==> config.mk <==
export PLATFORM = sky130hd
export DESIGN_NAME = emergency_preempt_arbiter
export DESIGN_NICKNAME = d
export VERILOG_FILES = /design/src/rtl/emergency_preempt_arbiter.sv
export SDC_FILE = /design/constraint.sdc
export NUM_CORES = 1
export LEC_CHECK = 0
export CAP_MARGIN = 0
export CORE_AREA = 2 2 42 44
export DETAILED_ROUTE_END_ITERATION = 7
export DIE_AREA = 0 0 44 46
export PLACE_DENSITY = 0.72
export SKIP_CTS_REPAIR_TIMING = 1
export SLEW_MARGIN = 10
export SYNTH_ARGS = -nofsm -noshare
export SYNTH_HDL_FRONTEND = slang
export SYNTH_SLANG_ARGS = --single-unit
==> constraint.sdc <==
create_clock -name clk -period 5.57 [get_ports clk]
set_clock_uncertainty 0.2 [all_clocks]
set_input_delay 0.8355 -clock clk [delete_from_list [all_inputs] [get_ports clk]]
set_output_delay 0.8355 -clock clk [all_outputs]
set_load 0.005 [all_outputs]
==> src/rtl/emergency_preempt_arbiter.sv <==
// Emergency-vehicle pre-emption arbiter for the T-junction light controller.
// Optional grant timeout is built in when EM_TIMEOUT_EN is defined.
//
// state   | meaning
// IDLE    | no emergency activity, waiting for a request
// CLEAR   | clearance interval, tgt_r selects the approach granted next
// GRANT_L | left approach pre-empted (green)
// GRANT_R | right approach pre-empted (green)
module emergency_preempt_arbiter #(
   parameter int T_EM  = 9,
   parameter int T_CLR = 3,
   parameter int T_MAX = 30,
   parameter int CNT_W = 5
) (
   input  logic clk,
   input  logic reset,
   input  logic req_left,
   input  logic req_right,
   output logic grant_left,
   output logic grant_right,
   output logic clearing,
   output logic busy,
   output logic em_fault
);

   typedef enum logic [1:0] {IDLE, CLEAR, GRANT_L, GRANT_R} state_t;

   if ((2 ** CNT_W) <= T_EM || (2 ** CNT_W) <= T_CLR || (2 ** CNT_W) <= T_MAX) begin : g_cnt_w_check
      $error("CNT_W too narrow for T_EM/T_CLR/T_MAX");
   end

   state_t           state, state_nxt;
   logic             tgt_r, tgt_r_nxt;
   logic [CNT_W-1:0] cnt, cnt_nxt;
   logic             pend_l, pend_r, pend_l_nxt, pend_r_nxt;
   logic             eff_l, eff_r;
   logic             want_l, want_r;
   logic             timeout;

`ifdef EM_TIMEOUT_EN
   logic [CNT_W-1:0] tcnt;
   logic             blk_l, blk_r, fault;

   // A timed-out request is ignored until its line has been seen low once.
   assign eff_l   = req_left  & ~blk_l;
   assign eff_r   = req_right & ~blk_r;
   assign timeout = (tcnt == CNT_W'(T_MAX - 1)) &&
                    ((state == GRANT_L && req_left && !want_r) ||
                     (state == GRANT_R && req_right));
   assign em_fault = fault;

   always_ff @(posedge clk) begin
      if (reset) begin
         tcnt  <= '0;
         blk_l <= 1'b0;
         blk_r <= 1'b0;
         fault <= 1'b0;
      end else begin
         if (state_nxt == state && (state == GRANT_L || state == GRANT_R))
            tcnt <= tcnt + 1'b1;
         else
            tcnt <= '0;
         if (timeout && state == GRANT_L) blk_l <= 1'b1;
         else if (!req_left)              blk_l <= 1'b0;
         if (timeout && state == GRANT_R) blk_r <= 1'b1;
         else if (!req_right)             blk_r <= 1'b0;
         if (timeout) fault <= 1'b1;
      end
   end
`else
   assign eff_l    = req_left;
   assign eff_r    = req_right;
   assign timeout  = 1'b0;
   assign em_fault = 1'b0;
`endif

   assign want_l = pend_l | eff_l;
   assign want_r = pend_r | eff_r;

   always_comb begin
      state_nxt = state;
      tgt_r_nxt = tgt_r;
      cnt_nxt   = cnt;
      case (state)
         IDLE: begin
            cnt_nxt = '0;
            if (want_r) begin
               state_nxt = CLEAR;
               tgt_r_nxt = 1'b1;
            end else if (want_l) begin
               state_nxt = CLEAR;
               tgt_r_nxt = 1'b0;
            end
         end
         CLEAR: begin
            if (want_r) tgt_r_nxt = 1'b1;
            if (cnt == CNT_W'(T_CLR - 1)) begin
               state_nxt = tgt_r_nxt ? GRANT_R : GRANT_L;
               cnt_nxt   = '0;
            end else begin
               cnt_nxt = cnt + 1'b1;
            end
         end
         GRANT_L: begin
            if (cnt < CNT_W'(T_EM)) cnt_nxt = cnt + 1'b1;
            // Right pre-empts left immediately, whatever the grant age.
            if (want_r) begin
               state_nxt = CLEAR;
               tgt_r_nxt = 1'b1;
               cnt_nxt   = '0;
            end else if ((cnt >= CNT_W'(T_EM - 1) && !req_left) || timeout) begin
               state_nxt = IDLE;
               cnt_nxt   = '0;
            end
         end
         GRANT_R: begin
            if (cnt < CNT_W'(T_EM)) cnt_nxt = cnt + 1'b1;
            if ((cnt >= CNT_W'(T_EM - 1) && !req_right) || timeout) begin
               cnt_nxt = '0;
               if (want_l) begin
                  state_nxt = CLEAR;
                  tgt_r_nxt = 1'b0;
               end else begin
                  state_nxt = IDLE;
               end
            end
         end
         default: begin
            state_nxt = IDLE;
            cnt_nxt   = '0;
         end
      endcase
   end

   // Entering the grant clears the latch, taking precedence over a same-cycle set.
   assign pend_l_nxt = (pend_l | (eff_l & (state != GRANT_L))) & (state_nxt != GRANT_L);
   assign pend_r_nxt = (pend_r | (eff_r & (state != GRANT_R))) & (state_nxt != GRANT_R);

   always_ff @(posedge clk) begin
      if (reset) begin
         state  <= IDLE;
         tgt_r  <= 1'b0;
         cnt    <= '0;
         pend_l <= 1'b0;
         pend_r <= 1'b0;
      end else begin
         state  <= state_nxt;
         tgt_r  <= tgt_r_nxt;
         cnt    <= cnt_nxt;
         pend_l <= pend_l_nxt;
         pend_r <= pend_r_nxt;
      end
   end

   assign grant_left  = (state == GRANT_L);
   assign grant_right = (state == GRANT_R);
   assign clearing    = (state == CLEAR);
   assign busy        = (state != IDLE);

endmodule

== After elaboration in Yosys (flattened, before gate mapping) ==
Cells that the tools add are included.

* Flip-flop bits (word level): 10
* Input port bits: 4
* Output and inout bits: 5
* Logic and storage cells: 52

* Add/subtract/negate cells: 1
* Order comparisons: 2
* Equality and inequality tests: 9
* Mux-type cells: 21
* Bitwise gates (word level): 8
* Reductions and logical operators: 6

{| class="wikitable"
|+ Operator list
! cell !! number
|-
| 5-bit 2-to-1 mux || 5
|-
| 5-bit one-hot mux with 4 select lines || 1
|-
| 2-bit 2-to-1 mux || 6
|-
| 2-bit inequality test, second input constant || 4
|-
| 2-bit one-hot mux with 4 select lines || 1
|-
| 1-bit 2-to-1 mux || 7
|-
| 5-bit by 1-bit adder with 5-bit output, second input constant || 1
|-
| 5-bit by 2-bit == test with 1-bit output, second input constant || 1
|-
| 5-bit by 4-bit >= comparator with 1-bit output, second input constant || 1
|-
| 5-bit by 4-bit less-than comparator with 1-bit output, second input constant || 1
|-
| 1-bit bitwise AND || 4
|-
| 2-bit == test, second input constant || 2
|-
| 1-bit bitwise OR || 4
|-
| 1-bit one-hot mux with 4 select lines || 1
|-
| 2-bit by 1-bit == test with 1-bit output, second input constant || 1
|-
| 1-bit logical AND || 2
|-
| 1-bit logical NOT || 2
|-
| 2-bit logical NOT || 1
|-
| 2-bit by 1-bit inequality test with 1-bit output, second input constant || 1
|-
| 2-bit nonzero test || 1
|}

== Logic depth before layout (Yosys ltp) ==
Gate-level depths: netlist of the first run.

* Depth in word-level cells: 8
* Depth in mapped cells: 7
* Depth with buffers taken out: 7

== Worst setup path after synthesis of the first run ==
No wires, ideal clock.

* Kind: input port to flip-flop
* Start: in req_right
* End: reg pend_l
* Library setup time: 0.135 ns
* Arrival: 1.746 ns
* Required time: 5.235 ns
* Slack: 3.489 ns
* Stages on the path: 5
* Path buffers: 0
* Cells stage by stage: or2_1 > o211ai_1 > o21ai_2 > a211oi_4 > a311oi_2

* Cells in the longest elaborated chain, start to end: 8
* Elaborated cells between the ends (all ways): 13

{| class="wikitable"
|+ RTL lines
! element !! RTL line !! source
|-
| start: declaration || 18 || <nowiki>input logic req_right,</nowiki>
|-
| 1-bit bitwise OR || 78 || <nowiki>assign want_r = pend_r | eff_r;</nowiki>
|-
| 1-bit 2-to-1 mux || -- ||
|-
| 1-bit 2-to-1 mux || 84 || <nowiki>case (state)</nowiki>
|-
| 1-bit 2-to-1 mux || 98 || <nowiki>state_nxt = tgt_r_nxt ? GRANT_R : GRANT_L;</nowiki>
|-
| 2-bit 2-to-1 mux || 97 || <nowiki>if (cnt == CNT_W'(T_CLR - 1)) begin</nowiki>
|-
| 2-bit one-hot mux with 4 select lines (*) || 84 ||
|-
| 2-bit inequality test (*) || 136 || <nowiki>assign pend_l_nxt = (pend_l | (eff_l & (state != GRANT_L))) & (state_nxt != GRANT_L);</nowiki>
|-
| 1-bit bitwise AND (*) || 136 ||
|-
| end signal: assignment || 150 || <nowiki>pend_l <= pend_l_nxt;</nowiki>
|-
| end: declaration || 35 || <nowiki>logic pend_l, pend_r, pend_l_nxt, pend_r_nxt;</nowiki>
|}

Mark *: on every way between the ends. The rest lies on a longest branch, timed or not. The select of a mux whose other input is x is not followed.
A chain may end at the register's enable or synchronous reset.

== Worst setup path after layout of the first run ==
* Start: reg state[1]
* End: out clearing

* Cells in the longest elaborated chain, start to end: 1

{| class="wikitable"
|+ RTL lines
! element !! RTL line !! source
|-
| start: declaration || 32 || <nowiki>state_t state, state_nxt;</nowiki>
|-
| start signal: assignment || 147 || <nowiki>state <= state_nxt;</nowiki>
|-
| 2-bit by 1-bit == test with 1-bit output || 157 || <nowiki>assign clearing = (state == CLEAR);</nowiki>
|-
| end: declaration || 21 || <nowiki>output logic clearing,</nowiki>
|}

No other way between the ends.

==> out/qor.yml, run 1 <==
status: "complete, no violations"
start_util: 0.476
synth_largest_area_cell: "dfxtp_1"
netlist_area_um2: 768
clk_latency_ns: 0.27
start_kind: "flip-flop"
cts_buffers: 3
synth_top_area_frac: 0.261
syn2layout_area_growth_pct: 12.7
rsz0062_at_grt: "false"
ys_seq_elements: 10
htree_levels: 1
synth_edf_count: 0
pwr_density_cell_nw_per_um2: 185
fin_crit_ns: 2.74
finalInstanceArea_um2: 866
path_max_fanout: 8
grt_pass1_vias: 652
drv_cap: 0
setup_violations: 0
cp-end-kind: "output pin"
synth_ff_type: "dfxtp_1"
grt_usage: 0.189
clockBufferDepth: 2
multiInputGateArea_um2: 526
synthTopCellsByArea: "dfxtp_1 (26%), ha_1 (11%), a21oi_1 (3.9%)"
synth.avg_cell_area_um2: 8.73
antenna_found_initial: 0
synth_cell_types: 37
hold_viol: 0
cp.arrival_ns: 1.71
gr-total-overflow: 0
fp.dieH_um: 46
wl_mm: 1.66
dr.pass1.iters: 4
cts.sinks: 10
drive_gt1_frac: 0.158
rows: 15
seqCellArea_um2: 200
synth.net_count: 99
clkTransAtPathRegs_ns: 0.07
gp_congestion: 0.919
synth.most_common_cell: "dfxtp_1"
required_ns: 4.53
dp_hpwl_mm: 1.28
worstSetupPathType: "reg -> out"
ios: 9
fillers: 157
drt_iter0_drc: 39
layout.nets: 108
vias_per_cell: 6.33
cts-root-buf: "clkbuf_4"
die_w_um: 44
antennaDiodeCount: 0
drt.antenna.violating_nets: 0
drc: 0
syn_inst: 88
maxSlewViolCount: 0
synth-seq-area-share: 0.261
core_um2: 1610
setup_slack_ns: 2.83
async_flop_share: 0
hold_path.class: "reg -> reg"
tns_ns: 0
grt_max_degree: 9
io_buffer_count: 7
via_count: 709
pre_cts_ws_ns: 2.77
wire_per_inst_um: 14.9
p_leak_nw: 0.316
die_area_um2: 2020
ys_warn_count: 0
finalCritPeriodShare: 0.492
yosys-top-cells-count: "dfxtp_1 (10), ha_1 (7), inv_1 (7)"
cts_tree: "yes"
placed_cell_area_um2: 843
irDropWorstVdd_uv: 144
max_freq_ghz: 0.365
grt_pass1_wl_mm: 2.76
==> registers in the layout (all words and copies together) (netlist names) <==
| register | flops |
|---|---|
| pend_r | 1 |
| state | 2 |
| pend_l | 1 |
| tgt_r | 1 |
| cnt | 5 |
==> cells in the final DEF (no fill, tap or decap), types with 2 or more instances in the layout <==
cell             count
dfxtp_1             10
nand2_1              6
o21a_1               3
a21oi_2              3
o21ai_1              2
nand2b_1             2
nand3_1              3
inv_1                7
clkdlybuf4s50_1      7
ha_1                 7
nand4_1              2
nor2_1               6
o21ai_2              2
or2_1                2
a21oi_1              6
a41oi_1              3
o31ai_1              3
clkbuf_4             3
==> area by class of cell <==
class / count / share of cell area
Multi-Input combinational cell: 68 / 0.607
Sequential cell: 10 / 0.231
Timing Repair Buffer: 7 / 0.0809
Inverter: 7 / 0.0303
Clock buffer: 3 / 0.0260
Tap cell: 17 / 0.0246
==> worst paths after layout <==
kind,slack (ns),from,end,cells past startpoint
setup reg to reg,3.51,state[0],pend_l,7
setup / recovery,2.83,state[1],clearing,3
hold reg to reg,0.30,tgt_r,tgt_r,2
hold / removal,0.30,tgt_r,tgt_r,2
==> per-layer routing <==
| layer | share of wire | GRT usage | vias to the layer above | wire length (um) |
|---|---|---|---|---|
| met5 | 0 | 0 | - | 0 |
| met4 | 0.024 | 0.115 | 0 | 40 |
| met3 | 0.072 | 0.0556 | 8 | 120 |
| met2 | 0.48 | 0.303 | 34 | 793 |
| met1 | 0.43 | 0.222 | 328 | 710 |
| li1 | - | - | 339 | - |
==> worst max-delay path, cell delays in order (launching register included) <==
cell	delay [ns]
dfxtp_1	0.37
inv_1	0.12
ha_1	0.37
clkdlybuf4s50_1	0.57
==> metrics by stage <==
| step | hold WS (ns) | std cells | total power [mW] | utilization |
|---|---|---|---|---|
| floorplan | 0.234 | 88 | 0.100 | - |
| global placement | 0.274 | 109 | 0.110 | 0.522 |
| detailed placement | 0.287 | 109 | 0.111 | 0.522 |
| CTS | 0.296 | 112 | 0.161 | 0.536 |
| global route | 0.346 | 112 | 0.168 | 0.536 |
| finish | 0.301 | 112 | 0.160 | 0.536 |
==> cell families after synthesis <==
family,count (synthesis),synth area share
DFF,10,0.261
other,1,0.00488
buffers and inverters,10,0.0554
AOI/OAI and AO/OA,33,0.350
and+or+nand+nor,27,0.215
adders and majority gates,7,0.114
==> power by group <==
| group | leakage [nW] | total (mW) | switching, mW | internal [mW] |
|---|---|---|---|---|
| registers | 0.0819 | 0.0770 | 0.00264 | 0.0744 |
| clock network | 0.0138 | 0.0505 | 0.0254 | 0.0250 |
| logic | 0.220 | 0.0327 | 0.0184 | 0.0143 |
Power figures use the tool's default switching activity.
==> run 2: changes to the inputs <==
- CORE_AREA: 2 2 42 44 -> 2 2 44 46
- DIE_AREA: 0 0 44 46 -> 0 0 46 48
- PLACE_DENSITY: 0.72 -> 0.68
- clock period: 5.57 -> 2.4 ns (I/O delays scaled with it)
==> run 2 against run 1 <==
- sequential power is 130% higher
- worst hold slack worse by 0.021 ns
- die area is 9.1% higher
==> out/qor.yml, run 2 (synthesis results as in run 1) <==
status: "complete, no violations"
final_cell_mix: "dfxtp_1 (10), inv_1 (7), ha_1 (7), clkdlybuf4s50_1 (7)"
grt_usage: 0.188
gr-total-overflow: 0
start_kind: "flip-flop"
power.switching_mw: 0.118
dp_hpwl_mm: 1.28
utilization: 0.530
r2r-end: "pend_l"
p_leak_nw: 0.333
fp.dieH_um: 48
htree_levels: 1
placed_cell_area_um2: 858
antenna_found_initial: 0
pre_cts_ws_ns: 0.183
clkTransAtPathRegs_ns: 0.07
power_mw: 0.419
gp_congestion: 0.968
clk_latency_ns: 0.28
cts_tree: "yes"
top_register: "cnt"
reg_top3: "cnt x5, state x2"
drt.antenna.violating_nets: 0
drv_cap: 0
crit_start: "state[1]"
largest_reg_flops: 5
fin_crit_ns: 2.29
die_w_um: 46
wl_mm: 1.72
antennaDiodeCount: 0
io_buffer_count: 7
drt_iter0_drc: 29
maxSlewViolCount: 0
max_freq_ghz: 0.436
path_max_fanout: 8
pwr_density_cell_nw_per_um2: 469
rows: 15
hold_path.class: "reg -> reg"
worstSetupPathType: "reg -> out"
cp.arrival_ns: 1.73
r2r_start: "state[0]"
setup_slack_ns: 0.105
final_common_cell: "dfxtp_1"
start_util: 0.455
rsz0062_at_grt: "false"
die_area_um2: 2210
r2r_cells: 7
cts.sinks: 10
timing.hold.ws_ns: 0.280
drc: 0
irDropWorstVdd_uv: 374
r2r_slack_ns: 0.38
grt_max_degree: 9
core_um2: 1690
ios: 9
p_seq_frac: 0.424
required_ns: 1.84
layout.nets: 110
switching_share: 0.282
syn2layout_area_growth_pct: 16.4
grt_pass1_vias: 606
place_inst: 111
via_count: 722
wire_per_inst_um: 14.9
p_clk_frac: 0.386
pwr-share-comb: 0.190
cellInternalPower_mw: 0.301
vias_per_cell: 6.28
cts-root-buf: "clkbuf_4"
hold_viol: 0
grt_pass1_wl_mm: 2.82
stdcell_count: 115
setup_violations: 0
clockBufferDepth: 2
dr.pass1.iters: 4
finalCritPeriodShare: 0.956
cts_buffers: 3
drive_gt1_frac: 0.184
endpoint: "clearing"
cp-end-kind: "output pin"
tns_ns: 0
finalInstanceArea_um2: 895
==> run 2: per-layer routing <==
metal,wire length [um],share of wire,up-vias,GRT usage
li1,-,-,343,-
met1,786,0.46,339,0.260
met2,777,0.45,35,0.264
met3,122,0.071,5,0.0453
met4,32,0.019,0,0.109
met5,0,0,-,0
==> run 2: power by group through the flow <==
stage                     Sequential [mW]  Combinational [mW]  Clock, mW
final                               0.178              0.0799      0.162
after global routing                0.179              0.0869      0.169
after CTS                           0.178              0.0794      0.161
after detailed placement            0.182              0.0786          0
after global placement              0.181              0.0785          0
after floorplan                     0.180              0.0523          0
==> run 2: critical path: stages (launching register included) <==
cell and delay [ns]:
dfxtp_1 0.37, inv_1 0.12, ha_1 0.38, clkdlybuf4s50_1 0.57
==> run 2: final cells by class <==
type	count	area, um^2
well taps	17	21.3
fillers	164	795
clock buffers	4	36.3
multi-input cells	68	526
inverters	7	26.3
flip-flops and latches	10	200
repair buffers	9	85.1
==> run 2: worst min path at each step <==
stage / start / endpoint / cells past startpoint
global route: tgt_r / tgt_r / 2
floorplan: reset / pend_l / 1
finish: tgt_r / tgt_r / 2
detailed placement: tgt_r / tgt_r / 2
global placement: tgt_r / tgt_r / 2
CTS: tgt_r / tgt_r / 2
==> run 3: changes to the inputs <==
- CORE_AREA: 2 2 44 46 -> 2 2 46 48
- CTS_CLUSTER_DIAMETER: not set -> 50
- DIE_AREA: 0 0 46 48 -> 0 0 48 50
- GPL_ROUTABILITY_DRIVEN: not set -> 1
- PLACE_DENSITY: 0.68 -> not set
==> run 3 against run 2 <==
- global-route usage decreased by 2.3 points
- die area grew 8.7%
- worst hold slack improved by 0.0056 ns
- sequential power about the same
- core utilization is 5.2 points lower
- worst setup slack better by 0.044 ns
- cell count up 8.7%
- cell area is 1.5% higher
- first-iteration DRC count down 34%
- critical endpoint unchanged
- largest cell class unchanged
- largest power group unchanged
==> out/qor.yml, run 3 (synthesis results as in run 1) <==
drt_iter0_drc: 19
wire_per_inst_um: 13.4
grt_max_degree: 9
status: "complete, no violations"
crit_start: "state[1]"
timing.hold.ws_ns: 0.286
layout.nets: 110
antenna_found_initial: 0
core_um2: 1900
holdPathStages: 2
final_common_cell: "dfxtp_1"
drive_gt1_frac: 0.194
p_leak_nw: 0.333
largest_reg_flops: 5
slowest_delay_ns: 0.57
power_mw: 0.415
cts.sinks: 10
cts_tree: "yes"
setup_violations: 0
path_max_fanout: 8
final_cell_mix: "dfxtp_1 (9), inv_1 (7), ha_1 (7), clkdlybuf4s50_1 (7)"
ios: 9
hold_viol: 0
cts_buffers: 3
critical_path_depth: 3
slowest_stage: "clkdlybuf4s50_1"
vias_per_cell: 5.61
r2r-end: "pend_l"
via_count: 701
required_ns: 1.84
start_kind: "flip-flop"
max_freq_ghz: 0.444
clkTransAtPathRegs_ns: 0.07
hold_path.class: "reg -> reg"
wl_mm: 1.67
top_register: "cnt"
io_buffer_count: 7
rsz0062_at_grt: "false"
start_util: 0.404
gr-total-overflow: 0
cp-end-kind: "output pin"
grt_pass1_wl_mm: 2.85
fin_crit_ns: 2.25
antennaDiodeCount: 0
cp.arrival_ns: 1.69
holdCritStartpoint: "tgt_r"
irDropWorstVdd_uv: 434
syn2layout_area_growth_pct: 18.2
r2r_start: "state[0]"
r2r_cells: 7
die_area_um2: 2400
htree_levels: 1
rows: 16
drt.antenna.violating_nets: 0
clk_latency_ns: 0.28
tns_ns: 0
hold_path_end: "tgt_r"
finalCritPeriodShare: 0.938
worstPathCellList: "inv_1 > ha_1 > clkdlybuf4s50_1"
cp_num_buf_inv: 2
grt_pass1_vias: 627
fp.dieH_um: 50
cts-root-buf: "clkbuf_4"
drc: 0
r2r_slack_ns: 0.34
grt_usage: 0.165
die_w_um: 48
worstSetupPathType: "reg -> out"
pwr_density_cell_nw_per_um2: 456
drv_cap: 0
critPathTopFamily: "buffers and inverters"
clockBufferDepth: 2
dp_hpwl_mm: 1.27
gp_congestion: 0.867
maxSlewViolCount: 0
dr.pass1.iters: 5
reg_top3: "cnt x5, state x2"
==> run 3: cell counts in the layout (fill, tap and decap cells not counted) <==
Identical to the previous run, type by type.
==> run 3: worst reg2reg max path: cells and delay by family, from the launching register on <==
family,cells,cell delay (ns)
AND/OR/NAND/NOR,2,0.32
AO/OA/AOI/OAI,3,0.69
flip-flops,1,0.38
adder cells (fa/ha/maj),1,0.26
buffers and inverters,1,0.13
==> run 3: how the worst max path moves through the flow <==
| stage | endpoint |
|---|---|
| after detailed placement | pend_l |
| after floorplan | pend_l |
| after global routing | busy |
| after global placement | pend_l |
| after CTS | clearing |
| final | clearing |
==> run 3: stage by stage <==
step                setup slack, ns  instance area [um^2]  utilization  instances
floorplan                     0.560                   768            -         88
global route                 0.0446                   908        0.478        125
detailed placement            0.179                   871        0.458        121
finish                        0.149                   908        0.478        125
global placement              0.206                   871        0.458        121
CTS                           0.109                   907        0.477        125
==> run 3: power breakdown <==
group / leakage, nW / total, mW / switching [mW] / internal (mW)
Clock: 0.0210 / 0.158 / 0.0653 / 0.0924
Combinational: 0.230 / 0.0784 / 0.0423 / 0.0361
Sequential: 0.0824 / 0.178 / 0.00596 / 0.173
==> run 3: area by class of cell <==
type / instances / area, um^2
inverter: 7 / 26.3
fill: 179 / 993
clock buffer: 4 / 36.3
multi-input combinational: 68 / 526
tap: 27 / 33.8
sequential: 10 / 201
timing repair buffer: 9 / 85.1
==> run 3: per-layer routing <==
metal	track usage	up-vias	part of all wire
met2	0.242	22	0.46
met4	0.0676	0	0.023
li1	-	343	-
met5	0	-	0
met3	0.0330	5	0.035
met1	0.228	331	0.48
